**config.mk**
```make
export PLATFORM = sky130hd
export DESIGN_NAME = decoder_hold
export DESIGN_NICKNAME = d
export VERILOG_FILES = /design/src/rtl/decoder_hold.sv
export SDC_FILE = /design/constraint.sdc
export NUM_CORES = 1
export LEC_CHECK = 0
export CORE_ASPECT_RATIO = 1.1
export CORE_MARGIN = 4
export CORE_UTILIZATION = 42
export DETAILED_ROUTE_END_ITERATION = 10
export MAX_ROUTING_LAYER = met4
export PLACE_DENSITY = 0.77
export SLEW_MARGIN = 20
export SYNTH_ARGS = -nofsm -noshare
export SYNTH_HDL_FRONTEND = slang
export SYNTH_SLANG_ARGS = --single-unit
```
**constraint.sdc**
```tcl
create_clock -name clk -period 1.93 [get_ports clk]
set_input_delay 0.4825 -clock clk [delete_from_list [all_inputs] [get_ports clk]]
set_output_delay 0.4825 -clock clk [all_outputs]
set_load 0.1 [all_outputs]
```
**src/rtl/decoder_hold.sv**
```systemverilog
// decoder_hold: 3-to-8 line decoder whose output line is held for HOLD cycles.
// A code is accepted only in IDLE. A valid code lights one line of y, then
// the block sits in HOLD for HOLD cycles and ignores its input meanwhile.
// An accepted code with its valid flag clear raises a one-cycle err pulse.
// Optional build macro: DECODER_STICKY_EN. When it is defined, decoded lines
// accumulate into y and stay set until clr or reset.
module decoder_hold #(
  parameter int HOLD = 4
) (
  input  logic       clk,
  input  logic       rst_n,
  input  logic       in_valid,
  input  logic [3:0] x,
  input  logic       clr,
  output logic       in_ready,
  output logic [7:0] y,
  output logic       busy,
  output logic       err,
  output logic [7:0] cnt
);

  typedef enum logic {
    ST_IDLE = 1'b0,
    ST_HOLD = 1'b1
  } state_t;

  // The counter starts at HOLD-1 and the block leaves HOLD when it reaches 0,
  // so y stays high for exactly HOLD cycles.
  localparam logic [7:0] HOLD_LOAD = 8'(HOLD - 1);

  state_t     state_reg, state_next;
  logic [7:0] y_reg, y_next;
  logic [7:0] hold_reg, hold_next;
  logic [7:0] cnt_reg, cnt_next;
  logic       err_reg, err_next;
  logic [7:0] onehot;
  logic       transfer;

  // One-hot decode of the line index.
  generate
    for (genvar gi = 0; gi < 8; gi++) begin : g_dec
      assign onehot[gi] = (x[2:0] == 3'(gi));
    end
  endgenerate

  assign in_ready = (state_reg == ST_IDLE);
  assign busy     = (state_reg == ST_HOLD);
  assign transfer = in_valid & in_ready;
  assign y        = y_reg;
  assign err      = err_reg;
  assign cnt      = cnt_reg;

  // Next-state and datapath: clr wins over everything except reset.
  always_comb begin
    state_next = state_reg;
    y_next     = y_reg;
    hold_next  = hold_reg;
    cnt_next   = cnt_reg;
    err_next   = 1'b0;
    if (clr) begin
      state_next = ST_IDLE;
      y_next     = 8'h00;
      hold_next  = 8'h00;
    end else begin
      case (state_reg)
        ST_IDLE: begin
          if (transfer) begin
            if (x[3]) begin
              state_next = ST_HOLD;
              hold_next  = HOLD_LOAD;
              cnt_next   = cnt_reg + 8'd1;
`ifdef DECODER_STICKY_EN
              y_next     = y_reg | onehot;
`else
              y_next     = onehot;
`endif
            end else begin
              err_next = 1'b1;
            end
          end
        end
        ST_HOLD: begin
          if (hold_reg == 8'h00) begin
            state_next = ST_IDLE;
`ifndef DECODER_STICKY_EN
            y_next     = 8'h00;
`endif
          end else begin
            hold_next = hold_reg - 8'd1;
          end
        end
        default: begin
          state_next = ST_IDLE;
        end
      endcase
    end
  end

  // State register with synchronous active-low reset.
  always_ff @(posedge clk) begin
    if (!rst_n) begin
      state_reg <= ST_IDLE;
      y_reg     <= 8'h00;
      hold_reg  <= 8'h00;
      cnt_reg   <= 8'h00;
      err_reg   <= 1'b0;
    end else begin
      state_reg <= state_next;
      y_reg     <= y_next;
      hold_reg  <= hold_next;
      cnt_reg   <= cnt_next;
      err_reg   <= err_next;
    end
  end

endmodule
```
* Yosys cells after proc, flatten, opt, wreduce, memory -nomap -nowiden
Index checks and enable logic that the tools add are counted.
** Storage, ports and cells
- Flip-flop bits (word level) :: 26
- Input port bits :: 8
- Output and inout port bits :: 19
- Word-level logic and storage cells :: 43
** Operators by class
- Add/sub/neg operators :: 2
- Equal/unequal tests :: 11
- Mux-type cells :: 13
- Bitwise operators :: 5
- Reductions and logical operators :: 7
** Operators with widths (count)
- 8-bit 2-to-1 mux :: 6
- 8-bit case mux with 2 select lines :: 2
- 3-bit == test, second input constant :: 4
- 8-bit by 1-bit adder with 8-bit output, second input constant :: 1
- 8-bit logical NOT :: 1
- 8-bit by 1-bit subtractor with 8-bit output, second input constant :: 1
- 3-bit by 2-bit == test with 1-bit output, second input constant :: 2
- 3-bit AND reduction :: 2
- 1-bit 2-to-1 mux :: 4
- 2-bit by 1-bit inequality test with 1-bit output, second input constant :: 2
- 2-bit inequality test, second input constant :: 2
- 1-bit NOT :: 4
- 4-bit AND reduction :: 1
- 4-bit OR reduction :: 1
- 3-bit by 1-bit == test with 1-bit output, second input constant :: 1
- 3-bit logical NOT :: 1
- 1-bit case mux with 2 select lines :: 1
- 2-bit OR reduction :: 1
- 1-bit AND :: 1

* Longest topological paths before layout
- Depth in word-level cells :: 4
- Mapped depth :: 6

* Worst setup path after synthesis
Ideal clock, no wire load.
- Path kind :: register -> register
- From :: register state_reg, in the netlist busy
- To :: register hold_reg[3]
- Library setup time :: 70 ps
- Arrival :: 2213 ps
- Data required time :: 1860 ps
- Setup slack :: -354 ps
- Stages on the path, launching flop included :: 6
- Buffers on the path :: 1
- Path through :: dfxtp_1 clkbuf_2 a21o_2 o21ai_4 or4_2 a21oi_1
** On the way
- Word-level cells in the longest chain between the ends :: 4
- Elaborated cells between the ends (all ways) :: 7
- Those cells by class :: 3 x eq/ne; 1 x mux; 2 x bitwise; 1 x reduce/logical
** Ends and longest elaborated chain
- start: declaration :: RTL line 31 : state_t state_reg, state_next;
- start signal: assignment :: RTL line 108 : state_reg <= state_next;
- 1-bit NOT
- 1-bit AND :: RTL line 48 : assign transfer = in_valid & in_ready;
- 2-bit by 1-bit inequality test with 1-bit output (no line)
- 3-bit AND reduction (no line)
- end signal: assignment :: RTL line 110 : hold_reg <= hold_next;
- end: declaration :: RTL line 33 : logic [7:0] hold_reg, hold_next;
Parallel ways exist; a longest one is shown, timed or not.
A chain may end at the register's enable or synchronous reset.

* Worst setup path after layout
- From :: register hold_reg[0]
- To :: register hold_reg[3]
** On the way
- Word-level cells in the longest chain between the ends :: 3
- Elaborated cells between the ends (all ways) :: 6
- Those cells by class :: 1 x add/sub; 1 x eq/ne; 2 x mux; 2 x reduce/logical
** Ends and longest elaborated chain (RTL line)
- 8-bit by 1-bit subtractor with 8-bit output / 8-bit logical NOT (equally long branches) :: 89, 83
- 8-bit 2-to-1 mux / 2-bit inequality test (equally long branches)
- 8-bit case mux with 2 select lines / 3-bit AND reduction (equally long branches)
Parallel ways exist; a longest one is shown, timed or not. The select of a mux whose other input is x is not followed.

==> summary.md <==
| Metric | Value |
|---|---|
| Final min period | `~1.8 ns` |
| Sequential share of the synthesized area | `0.451` |
| Final Hold Viols | `0` |
| Clock skew | `between 0.009 and 0.01 ns` |
| Post-synth ARST share | `0` |
| Htree depth | `1` |
| Setup Fix Bufs, Post-CTS | `0` |
| Placed cell areas | `1720 µm²` |
| CP startpoint kind | `flip-flop` |
| Die X | `just under 60 µm` |
| Core ar. | `roughly 2600 µm²` |
| Met3 wire len | `106 µm` |
| Drt first pass iters | `4` |
| Final worst slack | `~0.15 ns` |
| Synthesized flop and latch total | `26` |
| Rows | `19` |
| Final Instance Area | `~1700 µm²` |
| Worst setup path class | `flip-flop to flip-flop` |
| Die Y-Extent | `63.0 µm` |
| Routed wire length | `between 2000 and 3000 µm` |
| Clock-pin slew on the worst setup and hold paths | `~0.14 ns` |
| Vias in the first global route | `around 1100` |
| Mapped cell area | `1150 µm²` |
| EDFF count, synth | `0` |
| Routed Antenna Nets | `0` |
| Met2 WL | `1410 µm` |
| TritonCTS Sinks | `26` |
| Psw | `roughly 280 µW` |
| Most used flip-flop cell after synthesis | `dfxtp_1` |
| Syn_area_per_cell | `approximately 9.6 µm²` |
| Initial core utilization | `0.449` |
| # setup viols final | `0` |
| CTS tree | `yes` |
| RePlAce Congestion | `between 0.9 and 1` |
| Seq pwr share | `0.568` |
| Post-synth cell types | `38` |
| Routed length on met1 | `between 1000 and 1500 µm` |
| Ant. Diodes | `0` |
| Outcome | `completed` |
| LEAKAGE | `about 0.7 nW` |
| Initial antenna violation count | `0` |
| Total track usage | `0.165` |
| Power Internal | `approximately 710 µW` |
| Most frequent standard cell in the layout excluding fill and tap cells | `dfxtp_1` |
| Vias after detailed routing | `approximately 1000` |
| Port buffer count | `26` |
| Global-route wire length before repair | `4810 µm` |
| Largest net degree at the start of global routing | `15` |
| IO Pins | `27` |
| Vias/cell | `around 5.5` |
| Commonest cells after routing, fill and taps aside | `dfxtp_1, buf_12, nor2_1` |
| Tot Pwr | `~990 µW` |
| RSZ-0062 raised after global routing | `false` |
| Congestion Overflow GR | `0` |
| Die ar. | `around 3700 µm²` |
| Combinational power share | `0.195` |
| DR DRC count | `0` |
| Pwr per Cell Area | `around 570 nW/µm²` |
| Dpl hpwl | `~2200 µm` |
| Worst skew pair latency | `a little over 0.3 ns` |
| Worst Hold Class | `flip-flop to flip-flop` |
| Arrival time at the worst endpoint | `roughly 2.0 ns` |
| Reg-to-reg critical path startpoint | `hold_reg[0]$_SDFFE_PP0P_` |
| CP endpoint kind | `flip-flop` |
| Layout cells sized above 1 | `0.252` |
| Worst setup path start | `hold_reg[0]$_SDFFE_PP0P_` |
| Hold path start | `hold_reg[7]$_SDFFE_PP0P_` |
| CTS resizes | `0` |
| Syn Nets | `130` |
| CP required | `around 2.2 ns` |
| Max_slew headroom | `0.666` |
| Yosys warns | `0` |
| Hold_buf cts | `0` |
| Root Driver | `clkbuf_4` |
| Max Freq | `roughly 0.56 GHz` |
| Maxcap violations | `0` |
| Sw Share | `0.279` |
| Top sig layer | `met4` |
| Wirelength per Cell | `roughly 14 µm` |
| Fin nets | `170` |
| Clock Path Buffers | `2` |
| Max IR drop VDD | `approximately 0.00056 V` |
| Slew Limit Fails | `0` |
| Place WS | `-0.143 ns` |
| Final period util | `0.922` |
| Worst-Margin Slew | `0.499 ns` |
| Area Overhead vs Synth | `51.1%` |
| Cell count after synthesis | `120` |
| Power share of the clock group | `0.237` |
| Num CTS Buffers | `3` |
| CP max FO | `4` |
| DRT iter0 DRCs | `23` |
| Core Util, Final | `0.679` |
## cell families (layout without fill, tap and decap cells)
kind of cell,after synthesis,count (layout),synth area share
AND/OR/NAND/NOR,51,51,0.255
AO/OA/AOI/OAI,26,26,0.181
flip-flops,26,26,0.451
XOR/XNOR,8,8,0.0607
buffers and inverters,7,46,0.0304
adder cells (fa/ha/maj),2,2,0.0217
## synthesized netlist by cell type (all sizes together), types with 2 or more instances
cell type  number  area, µm²
a21oi           5       25.0
and3            3       18.8
nor2           13       48.8
o21ai           4       31.3
ha              2       25.0
or4             3       23.8
nand4           4       25.0
and2            8       50.1
a32o            2       20.0
nand2           7       26.3
xnor2           6       52.6
o31ai           2       15.0
a22o            6       52.6
dfxtp          26        521
clkbuf          2       8.75
a311oi          2       17.5
xor2            2       17.5
or3             3       18.8
inv             4       15.0
## final cells by class
type,count,area [µm²]
Multi-Input combinational cell,87,598
Clock buffer,4,26.3
Timing Repair Buffer,38,541
Fill cell,204,825
Inverter,4,15.0
Sequential cell,26,524
Tap cell,31,38.8
## layer usage
metal | global-route usage | vias to the layer above
li1 | - | 517
met5 | - | -
met1 | 0.188 | 497
met2 | 0.298 | 22
met4 | 0.0319 | 0
met3 | 0.0289 | 4
## critical path, stage by stage, from the launching register on
cell	delay, ns
dfxtp_1	0.40
inv_1	0.06
ha_1	0.24
nand4bb_2	0.18
o21ai_4	0.08
or4_2	0.61
a21oi_1	0.15
## path summary, 6_finish.rpt
kind,to,slack (ns),cells past startpoint
max,hold_reg[3]$_SDFFE_PP0P_,0.15,6
min,hold_reg[7]$_SDFFE_PP0P_,0.51,2
max reg2reg,hold_reg[3]$_SDFFE_PP0P_,0.15,6
min reg2reg,hold_reg[7]$_SDFFE_PP0P_,0.51,2
## power by group through the flow
| stage | clock, mW | sequential [mW] | combinational (mW) |
|---|---|---|---|
| final | 0.234 | 0.561 | 0.192 |
| after global routing | 0.274 | 0.564 | 0.208 |
| after CTS | 0.241 | 0.561 | 0.192 |
| after detailed placement | 0 | 0.573 | 0.191 |
| after global placement | 0 | 0.571 | 0.185 |
| after floorplan | 0 | 0.596 | 0.0894 |
## stage by stage
step / hold WS [ns] / cells / TNS [ns]
6_report: 0.514 / 190 / 0
5_1_grt: 0.541 / 190 / 0
4_1_cts: 0.514 / 190 / 0
3_5_place_dp: 0.493 / 186 / -1.05
3_3_place_gp: 0.462 / 186 / -0.475
2_1_floorplan: 0.450 / 120 / 0
Power figures use the tool's default switching activity.
